<file path="src/rtl/serial_addsub.sv">
// Bit-serial adder/subtractor: one full-adder cell, LSB first, registered carry.
// Start/busy/done handshake; result and flags hold until the next accepted start.
module serial_addsub #(
    parameter int WIDTH = 8
) (
    input  logic             clk,
    input  logic             rst_n,
    input  logic             start,
    input  logic             sub,
    input  logic [WIDTH-1:0] a,
    input  logic [WIDTH-1:0] b,
    output logic             busy,
    output logic             done,
    output logic [WIDTH-1:0] result,
    output logic             c_out,
    output logic             overflow
);

    localparam int CW = $clog2(WIDTH);
    localparam logic [CW-1:0] LAST = CW'(WIDTH - 1);
    localparam logic [CW-1:0] PRE  = CW'(WIDTH - 2);

    typedef enum logic [1:0] {
        S_IDLE,
        S_RUN,
        S_DONE
    } state_t;

    state_t r_state;
    state_t w_next;

    logic [WIDTH-1:0] r_opa;
    logic [WIDTH-1:0] r_opb;
    logic [WIDTH-1:0] r_result;
    logic [CW-1:0]    r_cnt;
    logic             r_carry;
    logic             r_c_msb;
    logic             r_cout;
    logic             r_ovf;

    logic w_sum;
    logic w_co;
    logic w_accept;

    assign w_sum = r_opa[0] ^ r_opb[0] ^ r_carry;
    assign w_co  = (r_opa[0] & r_opb[0]) | (r_carry & (r_opa[0] ^ r_opb[0]));
    assign w_accept = (r_state == S_IDLE) && start;

    always_ff @(posedge clk or negedge rst_n) begin
        if (!rst_n) begin
            r_state <= S_IDLE;
        end else begin
            r_state <= w_next;
        end
    end

    always_comb begin
        w_next = r_state;
        unique case (r_state)
            S_IDLE:  if (start) w_next = S_RUN;
            S_RUN:   if (r_cnt == LAST) w_next = S_DONE;
            S_DONE:  w_next = S_IDLE;
            default: w_next = S_IDLE;
        endcase
    end

    // Subtraction is a + ~b + 1, the +1 entering as the initial carry.
    always_ff @(posedge clk or negedge rst_n) begin
        if (!rst_n) begin
            r_opa    <= '0;
            r_opb    <= '0;
            r_result <= '0;
            r_cnt    <= '0;
            r_carry  <= 1'b0;
            r_c_msb  <= 1'b0;
            r_cout   <= 1'b0;
            r_ovf    <= 1'b0;
        end else if (w_accept) begin
            r_opa   <= a;
            r_opb   <= sub ? ~b : b;
            r_carry <= sub;
            r_cnt   <= '0;
        end else if (r_state == S_RUN) begin
            r_result <= {w_sum, r_result[WIDTH-1:1]};
            r_opa    <= r_opa >> 1;
            r_opb    <= r_opb >> 1;
            r_carry  <= w_co;
            r_cnt    <= r_cnt + CW'(1);
            if (r_cnt == PRE) begin
                r_c_msb <= w_co;
            end
            if (r_cnt == LAST) begin
                r_cout <= w_co;
                r_ovf  <= r_c_msb ^ w_co;
            end
        end
    end

    assign busy     = (r_state == S_RUN);
    assign done     = (r_state == S_DONE);
    assign result   = r_result;
    assign c_out    = r_cout;
    assign overflow = r_ovf;

endmodule
</file>
<file path="config.mk">
export PLATFORM = sky130hd
export DESIGN_NAME = serial_addsub
export DESIGN_NICKNAME = d
export VERILOG_FILES = /design/src/rtl/serial_addsub.sv
export SDC_FILE = /design/constraint.sdc
export NUM_CORES = 1
export LEC_CHECK = 0
export CAP_MARGIN = 0
export CORE_UTILIZATION = 50
export CTS_CLUSTER_DIAMETER = 60
export CTS_CLUSTER_SIZE = 20
export DETAILED_ROUTE_END_ITERATION = 16
export GPL_ROUTABILITY_DRIVEN = 0
export PLACE_DENSITY_LB_ADDON = 0.2
export SYNTH_ARGS = -nofsm -noshare
export SYNTH_HDL_FRONTEND = slang
export SYNTH_SLANG_ARGS = --single-unit
</file>
<file path="constraint.sdc">
create_clock -name clk -period 1.8 [get_ports clk]
set_clock_uncertainty 0.15 [all_clocks]
set_input_delay 0.54 -clock clk [delete_from_list [all_inputs] [get_ports clk]]
set_output_delay 0.54 -clock clk [all_outputs]
set_load 0.005 [all_outputs]
</file>
==> summary.md <==
| Metric | Value |
|---|---|
| Post-synth EDFFs | `0` |
| Critical Path AT | `~1.1 ns` |
| DRT iter0 DRCs | `29` |
| Cell Count, Final, Fillers Out | `232` |
| Most common cell in the netlist | `nand2_1` |
| Die area | `about 3400 µm²` |
| CTS Buffer Depth | `2` |
| Drt drc | `2` |
| Grt ovf | `0` |
| H-Tree Depth | `2` |
| Die H | `57.93 µm` |
| Io pins | `32` |
| Library cells used by synthesis | `29` |
| CP startpoint kind | `flip-flop` |
| Final Hold Viols | `0` |
| Share of cells above drive strength 1 | `around 17%` |
| Final setup vio count | `0` |
| FF+latch count, synth | `33` |
| Final slew viol count | `0` |
| DP Cell Count | `~220` |
| Post-synth top flop | `dfrtp_1` |
| Post-DP HPWL | `2215 µm` |
| Post-synth top cells | `nand2_1 (47), dfrtp_1 (33), a22oi_1 (9), xnor2_1 (9), o21ai_1 (8)` |
| Vias in the first global route | `1336` |
| Largest net degree at the start of global routing | `34` |
| Antenna violations before repair | `0` |
| Fin nets | `between 200 and 250` |
| Cell taking the most area after synthesis | `dfrtp_1` |
| All-Layer GR Usage | `around 22%` |
| Average vias per placed instance | `roughly 5.5` |
| Fin crit period | `around 1.8 ns` |
| CP Class | `flip-flop to output port` |
| ANT nets after route | `0` |
| Post-synth top area share | `between 50% and 60%` |
| Synth Cell Area | `1564 µm²` |
| Sinks on the clock net | `33` |
| Crit path capture type | `output port` |
| Req. time, crit path | `1.11 ns` |
| Pwr/cell area | `about 1400 nW/µm²` |
| Hold Path Class | `flip-flop to flip-flop` |
| Syn nets | `roughly 180` |
| Fmax | `562.0 MHz` |
| Yosys warns | `0` |
| Core ar. | `2853 µm²` |
| Synthesized area per cell | `10.16 µm²` |
| Async set-or-reset flop fraction in the synthesized netlist | `100.0%` |
| Clk root buf | `clkbuf_4` |
| TritonCTS buffer count | `5` |
| Violated checks | `DRC` |
| Initial cell density of the core | `around 55%` |
| IO Port Bufs | `31` |
| Worst-Margin Slew | `around 0.47 ns` |
| Status | `complete, but fails checks` |
| Max transition margin | `between 60 and 70%` |
| Reg clk slew, reported paths | `0.09 ns` |
| P&R area growth vs syn | `32.08%` |
| CTS Hold Bufs | `0` |
| Maxcap violations | `0` |
| Drt pass-1 iters | `10` |
| Worst vdd ir | `~0.67 mV` |
| CTS tree | `yes` |
| CP max FO | `2` |
| Vias | `roughly 1.3k` |
| Ranking of synthesized cells by area | `dfrtp_1 (53%), nand2_1 (11%), xnor2_1 (5.0%)` |
| Leakage | `between 0.9 and 1 nW` |
| First-pass GRT wire length | `~5700 µm` |
| RSZ-0062 raised after global routing | `true` |
| Seq/Total Area, Yosys | `between 50% and 60%` |
| Syn Inst Count | `154` |
| Fin crit share | `between 90 and 100%` |
| Die Span X | `between 50 and 60 µm` |
| Clk Latency, worst-skew pair | `about 0.33 ns` |
| Diodes inserted | `0` |
| Wire length per cell | `around 14 µm` |
| Routed wire length | `around 3200 µm` |
| Num rows | `19` |
| Post-layout util | `just over 70%` |
path summary, 6_finish.rpt:
| check | start | to | slack (ns) | depth (start not counted) |
|---|---|---|---|---|
| worst max-delay path | r_state[1]$_DFFE_PN0P_ | done | 0.02 | 3 |
| worst min-delay path | r_opa[1]$_DFFE_PN0P_ | r_opa[1]$_DFFE_PN0P_ | 0.35 | 2 |
| worst max register to register | r_state[0]$_DFFE_PN0P_ | r_opa[2]$_DFFE_PN0P_ | 0.19 | 4 |
| worst min register to register | r_opa[1]$_DFFE_PN0P_ | r_opa[1]$_DFFE_PN0P_ | 0.35 | 2 |
| max in group asynchronous | rst_n | result[5]$_DFFE_PN0P_ | 0.91 | 2 |
| min in group asynchronous | rst_n | result[0]$_DFFE_PN0P_ | 0.41 | 2 |
registers in the layout, indices dropped and copies added (netlist names):
register	count
c_out	1
overflow	1
r_c_msb	1
r_carry	1
r_cnt	3
r_opa	8
r_opb	8
r_state	2
result	8
layout by cell type (no fill, tap or decap), drive strengths merged:
master         count
clkbuf             7
a22oi              9
nor2b              3
buf               20
mux2               2
xnor2              9
a32o               1
fa                 1
clkdlybuf4s50     19
a22o               1
nand2             48
o21ai             13
ha                 3
o211ai             1
a21oi              3
nand2b             1
o221ai             6
nor2               2
dlygate4sd2       10
o21bai             1
inv                5
nand3              1
and2b              2
dfrtp             33
repair_timing:
| item | in CTS | in global routing |
|---|---|---|
| gates resized for setup | 20 | 2 |
| buffers inserted | 8 | 0 |
| endpoints found under the setup margin | 12 | 1 |
metal layers:
layer | GRT usage (%) | wire length (µm) | up-vias
li1 | - | - | 617
met1 | 26.07 | 1395 | 618
met2 | 39.90 | 1686 | 29
met3 | 6.473 | 132 | 4
met4 | 6.803 | 26 | 0
met5 | 0 | 0 | -
where the power goes:
| part | internal (W) | switching (W) | total, W | leakage, nW |
|---|---|---|---|---|
| Clock | 0.000184 | 0.000234 | 0.000418 | 0.0314 |
| Combinational | 0.000643 | 0.000628 | 0.00127 | 0.543 |
| Sequential | 0.00104 | 0.000188 | 0.00122 | 0.424 |
critical path, cell delays in order, from the launching register on:
cell and delay, ns:
dfrtp_1 0.40, buf_6 0.12, nor2b_4 0.11, buf_2 0.12
cells by family after synthesis:
kind of cell / synth area share, %
AOI/OAI and AO/OA: 16.00
buffers and inverters: 4.959
DFF: 52.80
xor gates and xnor gates: 5.040
muxes: 1.680
and+or+nand+nor: 15.84
adders and majority gates: 3.680
layout make-up:
class	count	area, µm²
fill	215	787.0
inverter	5	18.77
clock buffer	7	55.05
sequential	33	825.8
timing repair buffer	49	451.7
multi-input combinational	107	675.6
tap	31	38.79
per-stage QoR:
step	power [W]	area, µm²	setup WS (ns)	hold slack, ns	setup TNS [ns]
3_5_place_dp	0.002465	1954	-0.1631	0.3228	-1.558
3_3_place_gp	0.002394	1954	-0.1014	0.3092	-0.8741
4_1_cts	0.002922	2058	-0.01010	0.3487	-0.01010
2_1_floorplan	0.001956	1564	0.3042	0.09441	0
5_1_grt	0.003137	2066	-0.01905	0.3900	-0.01905
6_report	0.002913	2066	0.02077	0.3483	0
(Power assumes the default switching activity.)
